--- config.mk ---
export PLATFORM = sky130hd
export DESIGN_NAME = sched_in_pkt_fifo
export DESIGN_NICKNAME = d
export VERILOG_FILES = /design/src/rtl/sched_in_pkt_fifo.sv
export SDC_FILE = /design/constraint.sdc
export NUM_CORES = 2
export LEC_CHECK = 0
export CAP_MARGIN = 20
export CORE_ASPECT_RATIO = 1.25
export CORE_MARGIN = 2
export CORE_UTILIZATION = 65
export CTS_CLUSTER_SIZE = 20
export DETAILED_ROUTE_END_ITERATION = 8
export PLACE_DENSITY_LB_ADDON = 0.05
export SYNTH_ARGS = -nofsm -noshare
export SYNTH_HDL_FRONTEND = slang
export SYNTH_MEMORY_MAX_BITS = 65536
export SYNTH_SLANG_ARGS = --single-unit
--- constraint.sdc ---
create_clock -name clk -period 17.45 [get_ports clk]
set_input_delay 2.6175 -clock clk [delete_from_list [all_inputs] [get_ports clk]]
set_output_delay 2.6175 -clock clk [all_outputs]
set_load 0.02 [all_outputs]
--- src/rtl/sched_in_pkt_fifo.sv ---
// sched_in_pkt_fifo: store-and-forward packet FIFO placed after the scheduler-input
// AXIS switch. A packet is visible on M_AXIS only after its tlast word has been
// accepted. A packet that would overflow the whole buffer is dropped and reported.
// Optional statistics: define SCHED_IN_PKT_FIFO_STATS_EN to get pkt_count/drop_count.
module sched_in_pkt_fifo #(
    parameter int ID_WIDTH   = 4,
    parameter int DEPTH_LOG2 = 6
) (
    input  logic                clk,
    input  logic                rstn,
    input  logic                S_AXIS_tvalid,
    output logic                S_AXIS_tready,
    input  logic [63:0]         S_AXIS_tdata,
    input  logic [ID_WIDTH-1:0] S_AXIS_tid,
    input  logic                S_AXIS_tlast,
    output logic                M_AXIS_tvalid,
    input  logic                M_AXIS_tready,
    output logic [63:0]         M_AXIS_tdata,
    output logic [ID_WIDTH-1:0] M_AXIS_tid,
    output logic                M_AXIS_tlast,
`ifdef SCHED_IN_PKT_FIFO_STATS_EN
    output logic [31:0]         pkt_count,
    output logic [31:0]         drop_count,
`endif
    output logic                pkt_dropped
);
    localparam int DATA_WIDTH = 64;
    localparam int DEPTH      = 1 << DEPTH_LOG2;
    localparam int PW         = DEPTH_LOG2 + 1;
    localparam int WW         = ID_WIDTH + 1 + DATA_WIDTH;

    typedef enum logic {WR_PKT, WR_DROP} wr_state_t;

    wr_state_t       state, state_nxt;
    logic [PW-1:0]   wr_ptr, commit_ptr, rd_ptr, fe_ptr;
    logic [PW-1:0]   used, uncommitted;
    logic            in_en;
    logic            s_hs, wr_acc, commit_evt, drop_evt;
    logic [WW-1:0]   mem [DEPTH];

    // Read pipeline: rv = RAM read in flight, ov = output register, sv = skid entry
    logic            rv, ov, sv;
    logic [WW-1:0]   rdata, odata, sdata;
    logic [1:0]      cnt;
    logic            m_hs, issue;

    // rd_ptr counts words handed over on M_AXIS, so words parked in the output
    // stage still occupy their RAM slot; fe_ptr is the RAM fetch address.
    assign used        = wr_ptr - rd_ptr;
    assign uncommitted = wr_ptr - commit_ptr;
    assign s_hs        = S_AXIS_tvalid && S_AXIS_tready;
    assign wr_acc      = (state == WR_PKT) && s_hs;
    assign commit_evt  = wr_acc && S_AXIS_tlast;

    // Write FSM next-state, input ready and drop detection
    always_comb begin
        state_nxt     = state;
        S_AXIS_tready = 1'b0;
        drop_evt      = 1'b0;
        if (in_en) begin
            case (state)
                WR_PKT: begin
                    S_AXIS_tready = (used != PW'(DEPTH));
                    if (s_hs && !S_AXIS_tlast && uncommitted == PW'(DEPTH - 1))
                        state_nxt = WR_DROP;
                end
                default: begin
                    S_AXIS_tready = 1'b1;
                    if (s_hs && S_AXIS_tlast) begin
                        drop_evt  = 1'b1;
                        state_nxt = WR_PKT;
                    end
                end
            endcase
        end
    end

    // Write FSM state, write/commit pointers and drop pulse
    always_ff @(posedge clk or negedge rstn) begin
        if (!rstn) begin
            state       <= WR_PKT;
            in_en       <= 1'b0;
            wr_ptr      <= '0;
            commit_ptr  <= '0;
            pkt_dropped <= 1'b0;
        end else begin
            state       <= state_nxt;
            in_en       <= 1'b1;
            pkt_dropped <= drop_evt;
            if (wr_acc) begin
                if (S_AXIS_tlast) begin
                    wr_ptr     <= wr_ptr + 1'b1;
                    commit_ptr <= wr_ptr + 1'b1;
                end else if (uncommitted == PW'(DEPTH - 1)) begin
                    // Packet fills the whole buffer without tlast: discard it
                    wr_ptr <= commit_ptr;
                end else begin
                    wr_ptr <= wr_ptr + 1'b1;
                end
            end
        end
    end

    // Packet RAM write (no reset, plain storage)
    always_ff @(posedge clk) begin
        if (wr_acc)
            mem[wr_ptr[DEPTH_LOG2-1:0]] <= {S_AXIS_tid, S_AXIS_tlast, S_AXIS_tdata};
    end

    // Keep at most two words beyond the RAM (in flight + out + skid) for full rate
    assign cnt   = 2'(rv) + 2'(ov) + 2'(sv);
    assign m_hs  = ov && M_AXIS_tready;
    assign issue = (fe_ptr != commit_ptr) && ((cnt != 2'd2) || m_hs);

    // Read pipeline: RAM fetch, output register with one skid entry
    always_ff @(posedge clk or negedge rstn) begin
        if (!rstn) begin
            fe_ptr <= '0;
            rd_ptr <= '0;
            rv     <= 1'b0;
            ov     <= 1'b0;
            sv     <= 1'b0;
            rdata  <= '0;
            odata  <= '0;
            sdata  <= '0;
        end else begin
            rv <= issue;
            if (issue) begin
                rdata  <= mem[fe_ptr[DEPTH_LOG2-1:0]];
                fe_ptr <= fe_ptr + 1'b1;
            end
            if (m_hs)
                rd_ptr <= rd_ptr + 1'b1;
            if (!ov || m_hs) begin
                if (sv) begin
                    odata <= sdata;
                    ov    <= 1'b1;
                    sv    <= rv;
                    if (rv)
                        sdata <= rdata;
                end else if (rv) begin
                    odata <= rdata;
                    ov    <= 1'b1;
                end else begin
                    ov <= 1'b0;
                end
            end else if (rv) begin
                sdata <= rdata;
                sv    <= 1'b1;
            end
        end
    end

    assign M_AXIS_tvalid = ov;
    assign M_AXIS_tdata  = odata[DATA_WIDTH-1:0];
    assign M_AXIS_tlast  = odata[DATA_WIDTH];
    assign M_AXIS_tid    = odata[WW-1:DATA_WIDTH+1];

`ifdef SCHED_IN_PKT_FIFO_STATS_EN
    // Saturating committed / dropped packet counters
    always_ff @(posedge clk or negedge rstn) begin
        if (!rstn) begin
            pkt_count  <= '0;
            drop_count <= '0;
        end else begin
            if (commit_evt && pkt_count != '1)
                pkt_count <= pkt_count + 1'b1;
            if (drop_evt && drop_count != '1)
                drop_count <= drop_count + 1'b1;
        end
    end
`else
    logic unused_commit;
    assign unused_commit = commit_evt;
`endif

endmodule
==> flow_metrics.tcl <==
set metrics [dict create \
    clkSlewWorstSetupHoldPaths_ns 0.06 \
    design.final.nets 8556 \
    clkSinkCount 4657 \
    placed_cells_incl_taps 11600 \
    grt_first_pass_wirelength_um 663000 \
    die_footprint_mm2 0.278 \
    final.period_utilization_pct 38.1 \
    syn2layout_area_growth_pct 11.6 \
    critPathMaxFanout 13 \
    power.leakage_nw 64.2 \
    wl_met2_um 237000 \
    grt_start_max_net_pins 125 \
    crit_path_start_kind "register" \
    clock_tree_from_tritoncts "built" \
    yosys_most_used_dff "sky130_fd_sc_hd__edfxtp_1" \
    met3_length_um 44600 \
    switching_share_pct 31.2 \
    yosysSeqAreaShare_pct 78.0 \
    drcViolationCount 0 \
    clock_latency_at_the_later_pin_of_the_worst_skew_pair_ns 0.94 \
    timing.setup.tns_ns 0 \
    hp-class "register to register" \
    post-place-ws_ns 10.60 \
    crit_slowest_cell "sky130_fd_sc_hd__clkdlybuf4s50_1" \
    whs_ns 0.476 \
    postCtsSetupBuffers 0 \
    yosysWarnings 0 \
    placementRows 214 \
    skew_ns 0.0345 \
    critPathRequiredTime_ns 14.83 \
    detailed_route_iter0_violations 12400 \
    run_status "finished, final reports clean" \
    placed_cell_area_mm2 0.184 \
    cts_buffer_depth 4 \
    finalWorstPathRequiredPeriod_ns 6.65 \
    worstSetupEndpointType "output pin" \
    detail_route.first_pass.iterations 7 \
    synth_enable_flop_cells 4416 \
    routedWlPerCell_um 38.1 \
    critical_path_cell_count 7 \
    place.detailed.hpwl_um 270000 \
    ios 145 \
    switchingPower_mw 9.85 \
    layout.core_utilization_pct 72.9 \
    power_per_cell_area_mw_per_mm2 159 \
    timing.critical_path.max_delay_family "simple AND/OR/NAND/NOR gates" \
    cpPeakStageDelay_ns 0.55 \
    pwr-share-clk_pct 29.4 \
    seqPwrFrac_pct 41.6 \
    synth_seq_cells 4657 \
    routed.top_layer "met5" \
    post_route_cell_area_mm2 0.198 \
    cell_internal_pwr_mw 21.8 \
    drt_wl_total_um 472000 \
    syn_area_per_cell_um2 22.1 \
    drive_gt1_share_pct 24.0 \
    grt_antenna_before_repair 18 \
    pwr-share-comb_pct 28.9 \
    grt.overflow.total 0 \
    chipHeight_um 589 \
    maxSlewViolCount 0 \
    drtAntennaViolNets 0 \
    io_buffer_count 144 \
    viasPerCell 7.11 \
    timing_worst_slew_pin_value_ns 1.20 \
    critical_path_buf_inv_count 1 \
    syn_area_mm2 0.178 \
    synthesized_nets 8148 \
    number_of_endpoints_with_negative_hold_slack_in_the_final_report 0 \
    timing.critical_path.arrival_ns 4.04 \
    post_cts_resize_count 0 \
    setup-violations-final 0 \
    groute.usage.overall_pct 34.3 \
    ir_worst_vdd_mv 0.148 \
    die_w_um 472 \
    setup_slack_ns 10.80 \
    placeableCoreArea_mm2 0.272 \
    cts_buffers 424 \
    crit_path_cell_trace "ha_1 -> nor3b_1 -> o32a_1 -> or4_1 -> or3_4 -> and2_1 -> clkdlybuf4s50_1" \
    layoutNonFillerInstCount 12400 \
    synth.lib_cells_used.distinct 63 \
    gpl.final_weighted_congestion 0.891 \
    dr_total_vias 87900 \
    initial_utilization_pct 65.3 \
    max_freq_mhz 150 \
    cap_violations 0 \
    cts-hold-fix-buffers 0 \
    r2r.worst_path.cells 10 \
    hold-path-cell-count 2 \
    first_global_vias 88000 \
    detail_route.wirelength.met1_um 165000 \
    path_class "register to output pin" \
    post_synth_inst_count 8056 \
    synth_async_sr_flop_share_pct 5.18 \
    cts_htree_levels 5 \
    max_slew_margin_pct 19.6 \
    clk_root_buffer_cell "sky130_fd_sc_hd__clkbuf_16" \
    setup_repair_after_global_routing_missed_its_margin "no" \
    total_power_mw 31.6 \
]
==> power by group through the flow <==
stage | logic, mW | registers [mW] | clock network (mW)
after floorplan | 5.86 | 13.2 | 0
after global placement | 8.98 | 13.4 | 0
after detailed placement | 9.09 | 13.4 | 0
after CTS | 9.14 | 13.1 | 9.38
after global routing | 9.51 | 13.2 | 9.79
final | 9.14 | 13.2 | 9.31
==> cell families after synthesis <==
group,Yosys count,share of synthesized area [%]
AOI/OAI and AO/OA,725,2.93
xor gates and xnor gates,31,0.153
adders and majority gates,19,0.142
buffers and inverters,484,1.19
DFF,4657,78.0
muxes,1674,16.4
other,1,0.00211
and+or+nand+nor,465,1.22
==> cells in the final DEF, fill, tap and decap left out, types with 15 or more instances in the layout <==
cell type	count
sky130_fd_sc_hd__a211o_1	42
sky130_fd_sc_hd__a211oi_1	82
sky130_fd_sc_hd__a21oi_1	20
sky130_fd_sc_hd__a22oi_1	196
sky130_fd_sc_hd__buf_12	30
sky130_fd_sc_hd__buf_2	73
sky130_fd_sc_hd__buf_4	257
sky130_fd_sc_hd__bufinv_16	50
sky130_fd_sc_hd__clkbuf_1	92
sky130_fd_sc_hd__clkbuf_16	432
sky130_fd_sc_hd__clkdlybuf4s50_1	76
sky130_fd_sc_hd__clkinv_1	85
sky130_fd_sc_hd__clkinv_2	62
sky130_fd_sc_hd__clkinvlp_4	23
sky130_fd_sc_hd__dfrtp_1	235
sky130_fd_sc_hd__edfxtp_1	4416
sky130_fd_sc_hd__ha_1	17
sky130_fd_sc_hd__inv_1	25
sky130_fd_sc_hd__mux2_2	81
sky130_fd_sc_hd__mux2i_1	614
sky130_fd_sc_hd__mux4_2	977
sky130_fd_sc_hd__nand2_1	114
sky130_fd_sc_hd__nand3_1	118
sky130_fd_sc_hd__nor2_1	56
sky130_fd_sc_hd__nor2_4	66
sky130_fd_sc_hd__nor2b_1	35
sky130_fd_sc_hd__o21ai_0	105
sky130_fd_sc_hd__o221ai_1	19
sky130_fd_sc_hd__o22ai_1	131
sky130_fd_sc_hd__o32a_1	43
sky130_fd_sc_hd__o32ai_1	42
sky130_fd_sc_hd__xnor2_1	16
sky130_fd_sc_hd__xor2_1	15
==> sequential cells by signal, indices dropped and copies added, names as in the netlist, 7 cells and up <==
signal      flops
mem          4416
rd_ptr          7
wr_ptr          7
sdata          69
commit_ptr      7
odata          69
fe_ptr          7
rdata          69
==> synth_stat cells (17+ instances only) <==
cell type / number / area [um2]
sky130_fd_sc_hd__a211o_1: 42 / 368
sky130_fd_sc_hd__a211oi_1: 85 / 638
sky130_fd_sc_hd__a21oi_1: 20 / 100
sky130_fd_sc_hd__a22oi_1: 196 / 1470
sky130_fd_sc_hd__buf_1: 45 / 169
sky130_fd_sc_hd__buf_2: 153 / 766
sky130_fd_sc_hd__buf_4: 27 / 203
sky130_fd_sc_hd__clkbuf_1: 231 / 867
sky130_fd_sc_hd__dfrtp_1: 241 / 6030
sky130_fd_sc_hd__edfxtp_1: 4416 / 133000
sky130_fd_sc_hd__ha_1: 17 / 213
sky130_fd_sc_hd__inv_1: 25 / 93.8
sky130_fd_sc_hd__mux2_2: 81 / 912
sky130_fd_sc_hd__mux2i_1: 614 / 6150
sky130_fd_sc_hd__mux4_2: 977 / 22000
sky130_fd_sc_hd__nand2_1: 118 / 443
sky130_fd_sc_hd__nand3_1: 119 / 596
sky130_fd_sc_hd__nor2_1: 121 / 454
sky130_fd_sc_hd__nor2b_1: 40 / 250
sky130_fd_sc_hd__o21ai_0: 105 / 526
sky130_fd_sc_hd__o221ai_1: 19 / 166
sky130_fd_sc_hd__o22ai_1: 131 / 820
sky130_fd_sc_hd__o32a_1: 43 / 430
sky130_fd_sc_hd__o32ai_1: 42 / 368
==> per-layer routing <==
metal | GRT usage (%) | vias up
met5 | 0 | -
met4 | 15.3 | 8
met3 | 5.69 | 932
met2 | 56.7 | 5280
met1 | 45.8 | 46900
li1 | - | 34800
==> cell type report <==
class	instances	area, um2
sequential	4657	139000
fill	15400	73700
multi-input combinational	2915	37600
clock buffer	535	11300
tap	3564	4460
timing repair buffer	440	3740
clock inverter	231	2450
inverter	26	97.6
antenna	4	10.0
==> worst min-delay path, stage by stage, from the launching register on <==
cell,delay [ns]
sky130_fd_sc_hd__dfrtp_1,0.34
sky130_fd_sc_hd__nand2_1,0.04
sky130_fd_sc_hd__o21ai_0,0.06
==> worst paths after layout <==
check	from	to	slack, ns
min	odata[55]	odata[55]	0.48
max reg2reg	fe_ptr[1]	rdata[44]	11.30
max	wr_ptr[4]	S_AXIS_tready	10.80
max in group asynchronous	rstn	sdata[25]	13.52
min reg2reg	odata[55]	odata[55]	0.48
min in group asynchronous	rstn	M_AXIS_tvalid	1.71
Note: power is estimated with default switching activity, not from simulation.
